## src/rtl/ceyloniac_mem_pkg.sv

```systemverilog
// Shared definitions for the Ceyloniac memory-access controller.
package ceyloniac_mem_pkg;

    localparam logic [1:0] SIZE_BYTE = 2'b00;
    localparam logic [1:0] SIZE_HALF = 2'b01;
    localparam logic [1:0] SIZE_WORD = 2'b10;

    localparam int unsigned NUM_LANES = 4;

    typedef enum logic [1:0] {
        ST_IDLE,
        ST_REQ,
        ST_DONE,
        ST_ERR
    } state_t;

    // Misaligned half/word or the reserved size code.
    function automatic logic request_invalid(input logic [1:0] size, input logic [1:0] addr_lo);
        case (size)
            SIZE_BYTE: return 1'b0;
            SIZE_HALF: return addr_lo[0];
            SIZE_WORD: return (addr_lo != 2'b00);
            default:   return 1'b1;
        endcase
    endfunction

    // Little-endian lane enables for an aligned access.
    function automatic logic [NUM_LANES-1:0] lane_enables(input logic [1:0] size, input logic [1:0] addr_lo);
        case (size)
            SIZE_BYTE: return 4'b0001 << addr_lo;
            SIZE_HALF: return 4'b0011 << {addr_lo[1], 1'b0};
            default:   return 4'b1111;
        endcase
    endfunction

    // Replicate low-aligned store data so every enabled lane sees the right bytes.
    function automatic logic [31:0] replicate_store(input logic [1:0] size, input logic [31:0] d);
        case (size)
            SIZE_BYTE: return {4{d[7:0]}};
            SIZE_HALF: return {2{d[15:0]}};
            default:   return d;
        endcase
    endfunction

endpackage

```

## src/rtl/ceyloniac_load_align.sv

```systemverilog
// Selects the addressed lane of a RAM read word and sign/zero-extends it.
module ceyloniac_load_align
    import ceyloniac_mem_pkg::*;
(
    input  logic [31:0] i_rdata,
    input  logic [1:0]  i_addr_lo,
    input  logic [1:0]  i_size,
    input  logic        i_unsigned,
    output logic [31:0] o_result
);

    logic [7:0]  w_byte;
    logic [15:0] w_half;

    // Lane select followed by extension according to size and signedness.
    always_comb begin
        w_byte = i_rdata[{i_addr_lo, 3'b000} +: 8];
        w_half = i_addr_lo[1] ? i_rdata[31:16] : i_rdata[15:0];
        case (i_size)
            SIZE_BYTE: o_result = {{24{~i_unsigned & w_byte[7]}}, w_byte};
            SIZE_HALF: o_result = {{16{~i_unsigned & w_half[15]}}, w_half};
            default:   o_result = i_rdata;
        endcase
    end

endmodule

```

## src/rtl/ceyloniac_mem_access_ctrl.sv

```systemverilog
// Single-outstanding load/store controller: req/ack RAM handshake with timeout,
// byte-enable generation and load data alignment. All outputs are registered.
module ceyloniac_mem_access_ctrl
    import ceyloniac_mem_pkg::*;
#(
    parameter int unsigned RAM_DATA_WIDTH = 32,
    parameter int unsigned RAM_ADDR_WIDTH = 32,
    parameter int unsigned TIMEOUT_CYCLES = 16
) (
    input  logic                      clk,
    input  logic                      reset,
    input  logic                      cpu_req,
    input  logic                      cpu_we,
    input  logic [1:0]                cpu_size,
    input  logic                      cpu_unsigned,
    input  logic [RAM_ADDR_WIDTH-1:0] cpu_addr,
    input  logic [RAM_DATA_WIDTH-1:0] cpu_write_data,
    output logic                      cpu_busy,
    output logic                      cpu_done,
    output logic                      cpu_err,
    output logic [RAM_DATA_WIDTH-1:0] mem_read_data,
    output logic                      ram_req,
    output logic                      ram_we,
    output logic [RAM_ADDR_WIDTH-3:0] ram_addr,
    output logic [NUM_LANES-1:0]      ram_byte_en,
    output logic [RAM_DATA_WIDTH-1:0] ram_write_data,
    input  logic [RAM_DATA_WIDTH-1:0] ram_read_data,
    input  logic                      ram_ack
);

    localparam int unsigned CNT_W = $clog2(TIMEOUT_CYCLES + 1);

    state_t                    r_state;
    state_t                    w_next;

    logic                      r_we;
    logic [1:0]                r_size;
    logic [1:0]                r_addr_lo;
    logic                      r_unsigned;
    logic [CNT_W-1:0]          r_cnt;

    logic                      r_busy;
    logic                      r_done;
    logic                      r_err;
    logic [RAM_DATA_WIDTH-1:0] r_rd_data;
    logic                      r_ram_req;
    logic                      r_ram_we;
    logic [RAM_ADDR_WIDTH-3:0] r_ram_addr;
    logic [NUM_LANES-1:0]      r_ram_be;
    logic [RAM_DATA_WIDTH-1:0] r_ram_wdata;

    logic                      w_bad;
    logic                      w_ack;
    logic                      w_timeout;
    logic [RAM_DATA_WIDTH-1:0] w_load_data;

    assign w_bad     = request_invalid(cpu_size, cpu_addr[1:0]);
    assign w_ack     = (r_state == ST_REQ) && ram_ack;
    assign w_timeout = (r_state == ST_REQ) && !ram_ack && (r_cnt == CNT_W'(TIMEOUT_CYCLES - 1));

    ceyloniac_load_align u_load_align (
        .i_rdata    (ram_read_data),
        .i_addr_lo  (r_addr_lo),
        .i_size     (r_size),
        .i_unsigned (r_unsigned),
        .o_result   (w_load_data)
    );

    // State register.
    always_ff @(posedge clk or posedge reset) begin
        if (reset) r_state <= ST_IDLE;
        else       r_state <= w_next;
    end

    // Next-state logic; ack takes priority over timeout in the same cycle.
    always_comb begin
        w_next = r_state;
        case (r_state)
            ST_IDLE: if (cpu_req) w_next = w_bad ? ST_ERR : ST_REQ;
            ST_REQ: begin
                if (w_ack)          w_next = ST_DONE;
                else if (w_timeout) w_next = ST_ERR;
            end
            ST_DONE: w_next = ST_IDLE;
            ST_ERR:  w_next = ST_IDLE;
            default: w_next = ST_IDLE;
        endcase
    end

    // Request attribute latch and timeout counter.
    always_ff @(posedge clk or posedge reset) begin
        if (reset) begin
            r_we       <= 1'b0;
            r_size     <= '0;
            r_addr_lo  <= '0;
            r_unsigned <= 1'b0;
            r_cnt      <= '0;
        end else begin
            if (r_state == ST_IDLE && cpu_req) begin
                r_we       <= cpu_we;
                r_size     <= cpu_size;
                r_addr_lo  <= cpu_addr[1:0];
                r_unsigned <= cpu_unsigned;
            end
            if (r_state == ST_REQ && !ram_ack) r_cnt <= r_cnt + CNT_W'(1);
            else                               r_cnt <= '0;
        end
    end

    // Registered outputs, decoded from the next state so they align with it.
    always_ff @(posedge clk or posedge reset) begin
        if (reset) begin
            r_busy      <= 1'b0;
            r_done      <= 1'b0;
            r_err       <= 1'b0;
            r_rd_data   <= '0;
            r_ram_req   <= 1'b0;
            r_ram_we    <= 1'b0;
            r_ram_addr  <= '0;
            r_ram_be    <= '0;
            r_ram_wdata <= '0;
        end else begin
            r_busy <= (w_next != ST_IDLE);
            r_done <= (w_next == ST_DONE) || (w_next == ST_ERR);
            r_err  <= (w_next == ST_ERR);
            if (r_state == ST_IDLE && w_next == ST_REQ) begin
                r_ram_req   <= 1'b1;
                r_ram_we    <= cpu_we;
                r_ram_addr  <= cpu_addr[RAM_ADDR_WIDTH-1:2];
                r_ram_be    <= lane_enables(cpu_size, cpu_addr[1:0]);
                r_ram_wdata <= replicate_store(cpu_size, cpu_write_data);
            end else if (r_state == ST_REQ && w_next != ST_REQ) begin
                r_ram_req   <= 1'b0;
                r_ram_we    <= 1'b0;
                r_ram_addr  <= '0;
                r_ram_be    <= '0;
                r_ram_wdata <= '0;
            end
            if (w_ack && !r_we) r_rd_data <= w_load_data;
        end
    end

    assign cpu_busy       = r_busy;
    assign cpu_done       = r_done;
    assign cpu_err        = r_err;
    assign mem_read_data  = r_rd_data;
    assign ram_req        = r_ram_req;
    assign ram_we         = r_ram_we;
    assign ram_addr       = r_ram_addr;
    assign ram_byte_en    = r_ram_be;
    assign ram_write_data = r_ram_wdata;

endmodule

```

## config.mk

```make
export PLATFORM = sky130hd
export DESIGN_NAME = ceyloniac_mem_access_ctrl
export DESIGN_NICKNAME = d
export VERILOG_FILES = /design/src/rtl/ceyloniac_mem_pkg.sv /design/src/rtl/ceyloniac_load_align.sv /design/src/rtl/ceyloniac_mem_access_ctrl.sv
export SDC_FILE = /design/constraint.sdc
export NUM_CORES = 1
export LEC_CHECK = 0
export ABC_CLOCK_PERIOD_IN_PS = 4200
export BUFFER_PORTS_ARGS = -buffer_cell sky130_fd_sc_hd__buf_2
export CORE_AREA = 4 4 113 115
export CTS_BUF_LIST = sky130_fd_sc_hd__clkbuf_8 sky130_fd_sc_hd__clkbuf_16
export DETAILED_ROUTE_END_ITERATION = 10
export DIE_AREA = 0 0 117 119
export PLACE_DENSITY_LB_ADDON = 0.2
export SYNTH_ARGS = -nofsm -noshare
export SYNTH_HDL_FRONTEND = slang
export SYNTH_SLANG_ARGS = --single-unit
```

## constraint.sdc

```tcl
create_clock -name clk -period 4.2 [get_ports clk]
set_input_delay 0.42 -clock clk [delete_from_list [all_inputs] [get_ports clk]]
set_output_delay 0.42 -clock clk [all_outputs]
set_load 0.01 [all_outputs]
```

# Yosys cells after proc, flatten, opt, wreduce, memory -nomap -nowiden
# Cells that the tools add are included.
[classes]
n_addsub = 1
n_mul = 0
n_div = 0
order_cmp = 0
n_eq_ne = 11
n_shift = 3
n_mux = 20
n_bitwise = 3
n_reduce_logical = 17
[op_table]
columns = ["op", "count"]
rows = [
  ["32-bit one-hot mux with 2 select lines", 2],
  ["32-bit two-way mux", 2],
  ["30-bit two-way mux", 2],
  ["32-bit by 6-bit variable part select with 8-bit output", 1],
  ["16-bit two-way mux", 1],
  ["2-bit == test, second input constant", 5],
  ["2-bit by 1-bit == test with 1-bit output, second input constant", 4],
  ["2-bit two-way mux", 4],
  ["4-bit two-way mux", 2],
  ["4-bit one-hot mux with 2 select lines", 1],
  ["1-bit logical AND", 7],
  ["2-bit logical NOT", 3],
  ["2-bit one-hot mux with 3 select lines", 1],
  ["2-bit nonzero test", 3],
  ["5-bit by 1-bit adder with 5-bit output, second input constant", 1],
  ["5-bit by 4-bit == test with 1-bit output, second input constant", 1],
  ["5-bit two-way mux", 1],
  ["1-bit by 2-bit << shifter with 4-bit output, first input constant", 1],
  ["2-bit by 2-bit << shifter with 4-bit output, first input constant", 1],
  ["1-bit two-way mux", 3],
  ["1-bit one-hot mux with 3 select lines", 1],
  ["1-bit bitwise AND", 2],
  ["1-bit logical NOT", 2],
  ["2-bit by 1-bit inequality test with 1-bit output, second input constant", 1],
  ["3 further kinds", 3],
]
[totals]
register_bits = 116
latchBits = 0
mem_bits_rw = 0
mem_bits_ro = 0
in_bits = 104
output_inout_bits = 103
elab_cells = 70
mem_count = 0

# Logic depth before layout (Yosys ltp)
# Gate-level depths: netlist of the first run.
[depth]
depth_word = 10
depth_mapped = 8
ltp_nobuf = 6

# By module
# From an unflattened synthesis of the first run, not the netlist that was laid out.
[hier_totals]
hier_cells = 562
area_unflattened_um2 = 5913.2
[modules_own_cells]
columns = ["module", "n_inst", "cells_each", "area_per_inst_um2", "seq_area_each_um2"]
rows = [
  ["ceyloniac_mem_access_ctrl", 1, 440, 5218.8, 2902.8],
  ["ceyloniac_load_align", 1, 122, 694.4, 0.0],
]

# Least setup slack after synthesis of the first run
# Ideal clock, no wire load.
[synth_path]
path_type = "register to register"
start = "register r_cnt[0]"
end = "register r_ram_wdata[0], in the netlist ram_write_data[0]"
setup_ns = 0.079
arrival_ns = 1.843
t_required_ns = 4.121
slack_ns = 2.277
path_stages_with_launch = 9
path_buffers = 2
period_less_slack_ns = 1.923
cell_sequence = "dfrtp_1 -> ha_1 -> and3_1 -> ha_1 -> nor2_1 -> clkbuf_1 -> clkbuf_1 -> o21ai_0 -> mux2i_1"
[synth_between]
elab_chain_len = 8
word_cells_on_any_way = 11
classes_between = "3 x eq/ne; 4 x mux; 4 x reduce/logical"
[synth_lines]
columns = ["element", "line_no", "text"]
rows = [
  ["start, declared", "ceyloniac_mem_access_ctrl.sv:40", "logic [CNT_W-1:0] r_cnt;"],
  ["start signal, assigned", "ceyloniac_mem_access_ctrl.sv:105", "if (r_state == ST_REQ && !ram_ack) r_cnt <= r_cnt + CNT_W'(1);"],
  ["5-bit by 4-bit == test with 1-bit output (*)", "ceyloniac_mem_access_ctrl.sv:59", "assign w_timeout = (r_state == ST_REQ) && !ram_ack && (r_cnt == CNT_W'(TIMEOUT_CYCLES - 1));"],
  ["1-bit logical AND (*)", "ceyloniac_mem_access_ctrl.sv:59", ""],
  ["2-bit two-way mux (*)", "ceyloniac_mem_access_ctrl.sv:82", "else if (w_timeout) w_next = ST_ERR;"],
  ["2-bit two-way mux (*)", "ceyloniac_mem_access_ctrl.sv:81", "if (w_ack) w_next = ST_DONE;"],
  ["2-bit one-hot mux with 3 select lines (*)", "ceyloniac_mem_access_ctrl.sv:78", "case (r_state)"],
  ["2-bit by 1-bit == test with 1-bit output / 2-bit by 1-bit inequality test with 1-bit output (equally long branches)", "ceyloniac_mem_access_ctrl.sv:126, ceyloniac_mem_access_ctrl.sv:132", ""],
  ["1-bit logical AND (on tied branches)", "ceyloniac_mem_access_ctrl.sv:126, ceyloniac_mem_access_ctrl.sv:132", ""],
  ["32-bit two-way mux / 2-bit nonzero test (equally long branches)", "--", ""],
  ["end signal, assigned", "ceyloniac_mem_access_ctrl.sv:131", "r_ram_wdata <= replicate_store(cpu_size, cpu_write_data);"],
  ["end, declared", "ceyloniac_mem_access_ctrl.sv:50", "logic [RAM_DATA_WIDTH-1:0] r_ram_wdata;"],
]
# Every way passes the cells marked *; elsewhere a longest branch is shown, timed or not.
# A chain may end at the register's enable or synchronous reset.

# Worst setup path after layout of the first run
[layout_path]
start = "register r_cnt[0]"
end = "register r_ram_wdata[3], in the netlist ram_write_data[3]"
# The elaborated chain is that of the path after synthesis.

==> metrics.md, run 1 <==
| Metric | Value |
|---|---|
| CP required | `4.52 ns` |
| Ys Warns | `0` |
| Setup TNS | `0 ns` |
| I/O Pins | `207` |
| Post-synthesis average cell area | `10.3 um2` |
| First-pass GRT wire length | `~25 mm` |
| Synth Area in XOR/XNOR | `0.00301` |
| Hold Fails Final Rpt | `0` |
| Post-synthesis mux area share | `0.225` |
| Row Count | `40` |
| Drt drc | `0` |
| Main area contributors after synthesis | `dfrtp_1 (50%), mux2i_1 (18%), o21ai_0 (5.9%)` |
| FFs w/ async S/R, synth | `1.00` |
| Post-DR wirelength/cell | `17.5 um` |
| Area grow syn2layout | `27.8%` |
| Buf/Inv on CP | `0` |
| Num CTS Buffers | `17` |
| Ys flop type | `dfrtp_1` |
| H-tree depth | `4` |
| Hold crit path type | `primary input to asynchronous set/reset pin` |
| Register area share after synthesis | `0.498` |
| Compound-Gate Fraction of Synth Area | `0.136` |
| Router iterations before antenna repair | `6` |
| Count leader, synth | `dfrtp_1` |
| Worst Setup End Kind | `flip-flop` |
| GR Overflow Total | `0` |
| EDFF count, synth | `0` |
| Min cycle time layout | `2.57 ns` |
| Post-Place Cells | `879` |
| Final GP Congestion | `0.886` |
| Fmax | `390 MHz` |
| Port Buffer Count | `between 200 and 250` |
| CTS Hold Bufs | `0` |
| Yosys cell types | `38` |
| Clock-pin slew on the worst setup and hold paths | `0.05 ns` |
| Die width | `117 um` |
| Share of Yosys cell area claimed by the top area cell type | `0.498` |
| Synth Instances | `roughly 560` |
| Simple-Gate Fraction of Synth Area | `0.0703` |
| Die Span Y | `119 um` |
| Cell area after synthesis | `5820 um2` |
| Maximum fanout along the worst path | `69` |
| CTS Buffer Depth | `2` |
| Number of global-route vias before repair | `5104` |
| Top delay family on crit path | `simple AND/OR/NAND/NOR gates` |
| ANT cells | `0` |
| Crit path DAT | `2.88 ns` |
| Slew Viols, Final | `0` |
| CP dominant cell by count | `ha_1` |
| #FFs+latches synth | `116` |
| Crit start category | `flip-flop` |
| Slew @ Worst Pin | `between 1 and 1.5 ns` |
| Nets | `857` |
| Starting Density | `0.493` |
| Slowest cell delay on critical path | `0.99 ns` |
| Clock Sinks | `116` |
| Top cells by count, synth | `dfrtp_1 (116), mux2i_1 (105), o21ai_0 (69), inv_1 (44), nor2_1 (38)` |
| Critical-path cell list | `ha_1, and3_1, ha_1, nor2_4, o21ai_0, mux2i_1` |
| Final cell count without fillers | `910` |
| CP max stage cell | `nor2_4` |
| Initial antenna violation count | `1` |
| Tcrit/Tclk final | `0.611` |
| Vias/cell | `5.53` |
| CTS root buf | `clkbuf_16` |
| Clk_skew | `0.0138 ns` |
| Power Dens Cells | `720 nW/um2` |
| Final setup viols | `0` |
| Fraction of layout cells with a size suffix above 1 | `0.354` |
| Largest family of logic cells by synthesized area | `multiplexers` |
| Total track usage | `0.230` |
| Net count after synthesis | `670` |
| Max_cap viols | `0` |
| Slew margin rel. | `0.132` |
| Post-cts sizing count | `0` |
| CTS tree | `built` |
| Pleak | `4.15 nW` |
| Die ar. | `13900 um2` |
| Worst skew pair latency | `roughly 0.40 ns` |
| Crit Path Class | `flip-flop to flip-flop` |
| Number of post-CTS setup repair buffers | `0` |
| Post-DRT Antenna Nets | `0` |
| Status | `completed` |
| Routed WL | `about 16 mm` |
| Maximum VDD drop | `0.323 mV` |
| Fraction of the mapped netlist area in adder cells | `0.00430` |
| DRT iter0 DRCs | `406` |
| Vias | `5028` |
| Area leader, netlist | `dfrtp_1` |
| Post-DP HPWL | `11.0 mm` |
| Largest net degree at the start of global routing | `71` |
| Core Box Area | `11800 um2` |
| RSZ-0062 raised after global routing | `false` |
==> final cells by class <==
type | instances | area, um2
fillers | 1000 | 4370
flip-flops and latches | 116 | 2900
multi-input cells | 360 | 2590
repair buffers | 212 | 1090
clock buffers | 19 | 453
well taps | 147 | 184
inverters | 44 | 168
clock inverters | 12 | 52.6
==> cell families (layout without fill, tap and decap cells) <==
| kind of cell | Yosys count | count (layout) |
|---|---|---|
| muxes | 128 | 128 |
| xor gates and xnor gates | 2 | 2 |
| buffers and inverters | 88 | 287 |
| and+or+nand+nor | 85 | 85 |
| adders and majority gates | 2 | 2 |
| DFF | 116 | 116 |
| AOI/OAI and AO/OA | 143 | 143 |
==> metal layers <==
metal	vias up	part of all wire	GRT usage
met4	2	0.024	0.0817
met3	31	0.089	0.0808
met5	-	0.00094	0
li1	2345	-	-
met1	2433	0.42	0.299
met2	217	0.46	0.357
==> sequential cells by signal (all words and copies together) (netlist names), 2 cells and up <==
signal	flops
mem_read_data	32
r_addr_lo	2
ram_addr	30
r_size	2
r_cnt	5
ram_byte_en	4
r_state	2
ram_write_data	32
==> worst reg2reg max path, stage by stage, from the launching register on <==
cell     delay [ns]
dfrtp_1        0.39
ha_1           0.23
and3_1         0.19
ha_1           0.20
nor2_4         0.99
o21ai_0        0.27
mux2i_1        0.22
==> per-stage QoR <==
stage          setup slack [ns]  total power [mW]  hold WS (ns)  cell area [um2]  utilization
2_1_floorplan             0.708              3.29         0.433             5820            -
3_3_place_gp               1.75              4.07         0.443             6930        0.587
3_5_place_dp               1.67              4.14         0.456             6930        0.587
4_1_cts                    1.65              5.40         0.134             7440        0.630
5_1_grt                    1.39              5.73         0.175             7440        0.630
6_report                   1.63              5.36         0.122             7440        0.630
==> power breakdown <==
group | internal (mW) | switching (mW) | leakage [nW] | total [mW]
Combinational | 0.917 | 1.20 | 2.43 | 2.12
Clock | 0.759 | 0.466 | 0.279 | 1.22
Sequential | 1.64 | 0.372 | 1.44 | 2.02
==> final timing paths <==
| path | start | endpoint | slack [ns] | cells after the start |
|---|---|---|---|---|
| worst max-delay path | r_cnt[0] | ram_write_data[3] | 1.63 | 6 |
| worst min-delay path | reset | ram_addr[20] | 0.12 | 2 |
| worst max register to register | r_cnt[0] | ram_write_data[3] | 1.63 | 6 |
| worst min register to register | r_cnt[0] | r_cnt[0] | 0.46 | 1 |
| max in group asynchronous | reset | mem_read_data[15] | 3.13 | 3 |
| min in group clk | cpu_unsigned | r_unsigned | 0.24 | 3 |
==> placed cells by master, fill, tap and decap left out, types with 17 or more instances in the layout <==
| cell | count |
|---|---|
| inv_1 | 49 |
| dfrtp_1 | 116 |
| nor2_1 | 37 |
| buf_2 | 206 |
| o21ai_0 | 69 |
| clkbuf_16 | 17 |
| nand2_1 | 21 |
| a21oi_1 | 36 |
| mux2i_1 | 105 |
| mux2_2 | 22 |
Power figures use the tool's default switching activity.
==> run 2: changes to the inputs <==
--- a/config.mk
+++ b/config.mk
@@ -5,7 +5,7 @@
 export SDC_FILE = /design/constraint.sdc
 export NUM_CORES = 1
 export LEC_CHECK = 0
-export ABC_CLOCK_PERIOD_IN_PS = 4200
+export ABC_CLOCK_PERIOD_IN_PS = 2600
 export BUFFER_PORTS_ARGS = -buffer_cell sky130_fd_sc_hd__buf_2
 export CORE_AREA = 4 4 113 115
 export CTS_BUF_LIST = sky130_fd_sc_hd__clkbuf_8 sky130_fd_sc_hd__clkbuf_16
==> constraint.sdc (replaced) <==
create_clock -name clk -period 2.6 [get_ports clk]
set_input_delay 0.26 -clock clk [delete_from_list [all_inputs] [get_ports clk]]
set_output_delay 0.26 -clock clk [all_outputs]
set_load 0.01 [all_outputs]
==> run 2 against run 1 <==
  * Sequential cell count unchanged
  * Critical path depth decreased by 3
  * Register-to-register slack got worse by 0.91 ns
  * Clock power rose by 83%
  * Combinational power grew 70%
  * Power rose by 68%
  * First-iteration DRC count rose by 6.7%
  * Core utilization grew 1.6 points
  * Sequential power is 57% higher
  * Highest routed layer unchanged
  * Critical path type unchanged
  * Cell count up 1.1%
==> metrics.md, run 2 (same netlist as run 1, synthesis figures left out) <==
| Metric | Value |
|---|---|
| CP required | `2.93 ns (-1.59 ns)` |
| Top delay family on crit path | `simple AND/OR/NAND/NOR gates` |
| Hold path endpoint | `r_unsigned` |
| Crit path DAT | `2.21 ns (-0.67 ns)` |
| Flop2flop setup slack | `0.72 ns (-0.91 ns)` |
| Post-DP HPWL | `11.4 mm (+3.9%)` |
| Slowest cell delay on critical path | `0.88 ns (-0.11 ns)` |
| H-tree depth | `4 (unchanged)` |
| Post-DRT Antenna Nets | `0 (unchanged)` |
| Hold crit path type | `primary input to flip-flop` |
| Slew Viols, Final | `0 (unchanged)` |
| CP max stage cell | `nor3b_1` |
| Worst Setup End Kind | `flip-flop` |
| DRT iter0 DRCs | `433 (+6.7%)` |
| Drt drc | `0 (unchanged)` |
| Design area | `7630 um2 (+2.5%)` |
| Crit Path Class | `flip-flop to flip-flop` |
| ANT cells | `0 (unchanged)` |
| Clock Sinks | `116 (unchanged)` |
| Total track usage | `0.236 (+0.00601)` |
| Maximum VDD drop | `0.511 mV (+58%)` |
| Reg2Reg Launch Point | `r_size[0]` |
| Vias/cell | `5.46 (-1.2%)` |
| Pleak | `4.23 nW (+1.9%)` |
| Number of global-route vias before repair | `5076 (-0.55%)` |
| Nets | `867 (+1.2%)` |
| Crit start category | `flip-flop` |
| Row Count | `40 (unchanged)` |
| Die ar. | `13900 um2 (unchanged)` |
| Worst skew pair latency | `0.41 ns (about the same)` |
| Status | `completed` |
| Num CTS Buffers | `17 (unchanged)` |
| Maximum fanout along the worst path | `15 (-78%)` |
| WHS | `0.0688 ns (-0.0534 ns)` |
| Hold_sp | `cpu_unsigned` |
| Die width | `117 um (unchanged)` |
| CTS tree | `built` |
| GR Overflow Total | `0 (unchanged)` |
| Critical-path cell list | `nor3b_1, a221oi_1, a31oi_1` |
| Worst reg2reg endpoint | `mem_read_data[7]` |
| Fmax | `533 MHz (+37%)` |
| CTS Buffer Depth | `2 (unchanged)` |
| First-pass GRT wire length | `25.7 mm (+1.5%)` |
| I/O Pins | `207 (unchanged)` |
| Port Buffer Count | `206 (unchanged)` |
| Hold Fails Final Rpt | `0 (unchanged)` |
| Core Util, Final | `0.646 (+0.0159)` |
| Post-DR wirelength/cell | `17.5 um (+0.17%)` |
| Area after DPL | `7040 um2 (+1.5%)` |
| Fraction of layout cells with a size suffix above 1 | `0.364 (+0.00965)` |
| Final GP Congestion | `0.888 (+0.27%)` |
| FF-to-FF path depth | `3 (-3)` |
| Total Power | `9.02 mW (+68%)` |
| Starting Density | `0.493 (unchanged)` |
| RSZ-0062 raised after global routing | `false` |
| Final setup viols | `0 (unchanged)` |
| Power Dens Cells | `1180 nW/um2 (+64%)` |
| Slew @ Worst Pin | `0.991 ns (-0.309 ns)` |
| Final cell count without fillers | `920 (+1.1%)` |
| Clk_skew | `0.00490 ns (-0.00890 ns)` |
| Hold Path Depth | `3` |
| Largest net degree at the start of global routing | `70 (-1.4%)` |
| Slew margin rel. | `0.338 (+0.206)` |
| Setup TNS | `0 ns (unchanged)` |
| Tcrit/Tclk final | `0.721 (+0.110)` |
| Worst setup margin | `0.724 ns (-0.910 ns)` |
| Routed WL | `16.1 mm (+1.3%)` |
| Area grow syn2layout | `31.0%` |
| Initial antenna violation count | `1 (unchanged)` |
| Buf/Inv on CP | `0 (unchanged)` |
| Vias | `5023 (-0.099%)` |
| Dpl ws | `0.773 ns (-0.898 ns)` |
| Most common cell after layout, fill and taps aside | `buf_2` |
| Core Box Area | `11800 um2 (unchanged)` |
| Max_cap viols | `0 (unchanged)` |
| Router iterations before antenna repair | `5 (-1)` |
| Post-cts sizing count | `0 (unchanged)` |
| Commonest non-fill, non-tap cells in the layout | `buf_2 (206), dfrtp_1 (116), mux2i_1 (105), o21ai_0 (69), inv_1 (47)` |
| Min cycle time layout | `1.88 ns (-0.690 ns)` |
| Number of post-CTS setup repair buffers | `0 (unchanged)` |
| Clock-pin slew on the worst setup and hold paths | `0.05 ns (about the same)` |
| CTS root buf | `clkbuf_16` |
| Die Span Y | `119 um (unchanged)` |
| Post-Place Cells | `888 (+1.0%)` |
| Crit path depth | `3 (-3)` |
-- run 2: cell types whose count changed in the layout (fill, tap and decap cells not counted), sizes merged --
cell,before,now
buf,212,221
clkbuf,19,24
clkinv,6,2
inv,50,47
bufinv,0,1
clkinvlp,0,1
dlygate4sd3,0,1
-- run 2: worst max-delay path by stage --
stage / startpoint / endpoint / slack, ns
final: r_size[0] / mem_read_data[7] / 0.72
after global routing: r_size[0] / mem_read_data[5] / 0.43
after CTS: r_cnt[0] / ram_addr[29] / 0.76
after detailed placement: cpu_size[0] / ram_write_data[23] / 0.77
after global placement: r_size[0] / mem_read_data[7] / 0.84
after floorplan: r_cnt[0] / ram_write_data[0] / 0.68
-- run 2: what timing repair did --
action                                  4_1_cts  5_1_grt
hold buffers                                  1        0
endpoints found under the setup margin        0        0
hold endpoints to repair                     29        0
-- run 2: worst register-to-register path: stages, from the launching register on --
cell	delay, ns
dfrtp_1	0.54
nor3b_1	0.88
a221oi_1	0.18
a31oi_1	0.20
-- run 2: area by class of cell --
| type | count | area (um2) |
|---|---|---|
| clock buffer | 24 | 522 |
| clock inverter | 7 | 55.1 |
| fill | 982 | 4180 |
| inverter | 44 | 169 |
| multi-input combinational | 360 | 2590 |
| sequential | 116 | 2900 |
| tap | 147 | 184 |
| timing repair buffer | 222 | 1200 |
-- run 2: power by group --
group	internal, mW	switching, mW
sequential	2.66	0.522
clock	1.47	0.765
combinational	1.56	2.05
-- run 2: metal layers --
layer | global-route usage | share of wire | wire (um)
met5 | 0 | 0.00074 | 12
met4 | 0.103 | 0.028 | 445
met3 | 0.0742 | 0.083 | 1340
met2 | 0.363 | 0.47 | 7660
met1 | 0.306 | 0.41 | 6670
==> run 3: changes to the inputs <==
--- a/config.mk
+++ b/config.mk
@@ -5,12 +5,13 @@
 export SDC_FILE = /design/constraint.sdc
 export NUM_CORES = 1
 export LEC_CHECK = 0
-export ABC_CLOCK_PERIOD_IN_PS = 2600
+export ABC_AREA = 1
+export ABC_CLOCK_PERIOD_IN_PS = 1800
 export BUFFER_PORTS_ARGS = -buffer_cell sky130_fd_sc_hd__buf_2
-export CORE_AREA = 4 4 113 115
+export CORE_AREA = 4 4 111 113
 export CTS_BUF_LIST = sky130_fd_sc_hd__clkbuf_8 sky130_fd_sc_hd__clkbuf_16
 export DETAILED_ROUTE_END_ITERATION = 10
-export DIE_AREA = 0 0 117 119
+export DIE_AREA = 0 0 115 117
 export PLACE_DENSITY_LB_ADDON = 0.2
 export SYNTH_ARGS = -nofsm -noshare
 export SYNTH_HDL_FRONTEND = slang
==> constraint.sdc (replaced) <==
create_clock -name clk -period 1.8 [get_ports clk]
set_input_delay 0.18 -clock clk [delete_from_list [all_inputs] [get_ports clk]]
set_output_delay 0.18 -clock clk [all_outputs]
set_load 0.01 [all_outputs]
==> run 3 against run 2 <==
  * The run now ends with negative setup slack left
  * Register-to-register slack worse by 0.80 ns
  * Die area down 3.4%
  * Sequential power up 35%
  * Count of clock-buffer cells in the layout down 2
  * Cell count up 21%
  * Sequential share of layout area down 2.7 points
  * Synthesized area down 5.3%
  * Setup slack worse by 0.80 ns
  * Via count up 17%
  * Non-clock buffer count up 56
  * Maximum frequency about the same
  * Power up 54%
  * Critical endpoint is now ram_byte_en[2]
==> metrics.md, run 3 <==
| Metric | Value |
|---|---|
| Status | `finished, violations left` |
| Violated checks | `negative setup slack` |
| Maximum VDD drop | `0.927 mV (+81%)` |
| Largest net degree at the start of global routing | `68 (-2.9%)` |
| Count leader, synth | `nand2_1` |
| Hold crit path type | `primary input to flip-flop` |
| First-pass GRT wire length | `27.0 mm (+5.1%)` |
| Worst Setup End Kind | `flip-flop` |
| Worst skew pair latency | `0.41 ns (about the same)` |
| Critical-path cell list | `ha_2, nand2_2, nor2_2, ha_2, o21ai_4, nand3_2, nor2_4, buf_8, clkbuf_16, nand2_2, nand2_1` |
| Power Dens Cells | `1690 nW/um2 (+43%)` |
| Maximum fanout along the worst path | `6 (-9)` |
| Post-DR wirelength/cell | `16.1 um (-8.4%)` |
| Router iterations before antenna repair | `5 (unchanged)` |
| Routed WL | `17.9 mm (+11%)` |
| Dpl ws | `-0.0334 ns (-0.807 ns)` |
| Crit path DAT | `2.22 ns (about the same)` |
| Port Buffer Count | `206 (unchanged)` |
| Vias | `5861 (+17%)` |
| #FFs+latches synth | `116 (unchanged)` |
| Core Box Area | `11300 um2 (-4.2%)` |
| Num CTS Buffers | `17 (unchanged)` |
| Register area share after synthesis | `0.526 (+0.0279)` |
| Clock Sinks | `116 (unchanged)` |
| Slew Viols, Final | `0 (unchanged)` |
| Fraction of layout cells with a size suffix above 1 | `0.329 (-0.0343)` |
| Post-DP HPWL | `11.4 mm (+0.33%)` |
| Net count after synthesis | `809 (+21%)` |
| CP required | `2.14 ns (-0.79 ns)` |
| Core Util, Final | `0.725 (+0.0794)` |
| Pleak | `4.55 nW (+7.7%)` |
| DRT iter0 DRCs | `661 (+53%)` |
| Hold path endpoint | `r_unsigned` |
| FFs w/ async S/R, synth | `1.00 (unchanged)` |
| Drt drc | `0 (unchanged)` |
| Post-synthesis average cell area | `7.84 um2 (-24%)` |
| Setup TNS | `-1.64 ns (-1.64 ns)` |
| Ys Warns | `0 (unchanged)` |
| Die width | `115 um (-1.7%)` |
| Cell area after synthesis | `5510 um2 (-5.3%)` |
| Ys flop type | `dfrtp_1` |
| Area leader, netlist | `dfrtp_1` |
| Largest family of logic cells by synthesized area | `simple AND/OR/NAND/NOR gates` |
| CP max stage cell | `dfrtp_1` |
| Starting Density | `0.487 (-0.00594)` |
| Most common cell after layout, fill and taps aside | `buf_2` |
| Tcrit/Tclk final | `1.04 (+0.320)` |
| Post-DRT Antenna Nets | `0 (unchanged)` |
| Clk_skew | `0.00713 ns (+0.00224 ns)` |
| Compound-Gate Fraction of Synth Area | `0.116 (-0.0207)` |
| H-tree depth | `4 (unchanged)` |
| Post-synthesis mux area share | `0.00204 (-0.223)` |
| Slew margin rel. | `0.579 (+0.241)` |
| Share of Yosys cell area claimed by the top area cell type | `0.526 (+0.0279)` |
| Max_cap viols | `0 (unchanged)` |
| Min cycle time layout | `1.87 ns (-0.000944 ns)` |
| Total Power | `13.9 mW (+54%)` |
| Synth Area in XOR/XNOR | `0.00159 (-0.00142)` |
| Final GP Congestion | `0.962 (+8.3%)` |
| Slowest cell delay on critical path | `0.39 ns (-0.49 ns)` |
| Hold Path Depth | `3 (unchanged)` |
| Vias/cell | `5.27 (-3.6%)` |
| Clock-pin slew on the worst setup and hold paths | `0.05 ns (about the same)` |
| Flop2flop setup slack | `-0.07 ns (-0.80 ns)` |
| Crit Path Class | `flip-flop to flip-flop` |
| GR Overflow Total | `0 (unchanged)` |
| Die Span Y | `117 um (-1.7%)` |
| Commonest non-fill, non-tap cells in the layout | `buf_2 (206), nand2_1 (189), dfrtp_1 (116), nand3_1 (86), inv_1 (64)` |
| Slew @ Worst Pin | `0.631 ns (-0.360 ns)` |
| FF-to-FF path depth | `11 (+8)` |
| Number of global-route vias before repair | `5545 (+9.2%)` |
| CTS Buffer Depth | `2 (unchanged)` |
| Post-Place Cells | `1029 (+16%)` |
| RSZ-0062 raised after global routing | `true` |
| Fraction of the mapped netlist area in adder cells | `0.00454 (+0.000241)` |
| Simple-Gate Fraction of Synth Area | `0.267 (+0.196)` |
| EDFF count, synth | `0 (unchanged)` |
| Synth Instances | `703 (+25%)` |
| Hold Fails Final Rpt | `0 (unchanged)` |
| I/O Pins | `207 (unchanged)` |
| Crit start category | `flip-flop` |
| Hold_sp | `cpu_unsigned` |
| Reg2Reg Launch Point | `r_cnt[0]` |
| Initial antenna violation count | `0 (-1)` |
| CTS tree | `built` |
| Main area contributors after synthesis | `dfrtp_1 (53%), nand2_1 (15%), nand3_1 (7.9%)` |
| CTS root buf | `clkbuf_16` |
| Die ar. | `13500 um2 (-3.4%)` |
| Yosys cell types | `26 (-32%)` |
| Top cells by count, synth | `nand2_1 (221), dfrtp_1 (116), nand3_1 (87), inv_1 (63), o21ai_0 (62)` |
| Worst setup margin | `-0.0746 ns (-0.799 ns)` |
| Worst reg2reg endpoint | `ram_byte_en[2]` |
| Area grow syn2layout | `48.9%` |
| Fmax | `533 MHz (about the same)` |
| Final setup viols | `66 (+66)` |
| Total track usage | `0.259 (+0.0224)` |
| Final cell count without fillers | `1113 (+21%)` |
| Nets | `1062 (+22%)` |
| Row Count | `39 (-2.5%)` |
==> run 3: cell types whose count changed after synthesis, moves of 8 or more <==
cell and delta:
inv_1 +19, mux2i_1 -105, nand3_1 +86, o211ai_1 +8, a21oi_1 +14, nand2_1 +200, nand2b_1 -9, a31oi_1 -9
mux2_2 -21, o22ai_1 -16
==> run 3: what timing repair did <==
| item | in CTS | in global routing |
|---|---|---|
| hold buffers | 39 | 0 |
| setup buffers | 5 | 2 |
| endpoints found under the setup margin | 67 | 85 |
| gates cloned | 3 | 2 |
| pin swaps | 3 | 19 |
| endpoints found under the hold margin | 154 | 0 |
| gates resized for setup | 11 | 42 |
==> run 3: metal layers <==
| layer | up-vias | GRT usage | wire length, um |
|---|---|---|---|
| met4 | 0 | 0.137 | 623 |
| met2 | 270 | 0.428 | 8990 |
| li1 | 2768 | - | - |
| met1 | 2770 | 0.312 | 6820 |
| met3 | 53 | 0.0689 | 1430 |
| met5 | - | 0 | 0 |
==> run 3: worst max path at each step <==
stage	startpoint	endpoint	slack, ns	depth (start not counted)
6_report	r_cnt[0]	ram_byte_en[2]	-0.07	11
4_1_cts	r_cnt[0]	ram_write_data[4]	-0.02	11
2_1_floorplan	r_cnt[0]	ram_write_data[10]	0.003	10
3_3_place_gp	r_cnt[0]	ram_we	0.04	10
3_5_place_dp	r_cnt[0]	ram_write_data[21]	-0.03	10
5_1_grt	r_cnt[1]	ram_byte_en[2]	-0.14	11
==> run 3: layout make-up <==
cell class / instances / area [um2]
inverter: 65 / 248
clock inverter: 10 / 200
antenna: 1 / 2.50
multi-input combinational: 478 / 2310
timing repair buffer: 278 / 1880
sequential: 116 / 2900
fill: 824 / 3110
clock buffer: 22 / 494
tap: 143 / 179
==> run 3: metrics by stage <==
step / hold WS [ns] / cell area, um2
after floorplan: 0.297 / 5530
after global placement: 0.320 / 6780
after detailed placement: 0.309 / 6780
after CTS: 0.0213 / 8020
after global routing: 0.0432 / 8210
final: 0.0355 / 8210
==> run 3: critical path, delay by kind of cell (launching register included) <==
family | cells | cell delay [ns]
fa+ha+maj | 2 | 0.37
compound gates | 1 | 0.16
buf+inv | 2 | 0.34
simple gates | 6 | 0.54
flops | 1 | 0.39
==> run 3: logic make-up (layout without fill, tap and decap cells) <==
group	count (synthesis)	after routing
AND/OR/NAND/NOR	352	352
other	0	1
buffers and inverters	109	375
adder cells (fa/ha/maj)	2	2
AO/OA/AOI/OAI	122	122
multiplexers	1	1
flip-flops	116	116
XOR/XNOR	1	1
==> run 3: power breakdown <==
part | internal [mW] | switching [mW] | total, mW | leakage [nW]
sequential | 3.67 | 0.602 | 4.28 | 1.46
clock | 2.77 | 1.15 | 3.92 | 0.345
combinational | 2.34 | 3.38 | 5.72 | 2.75
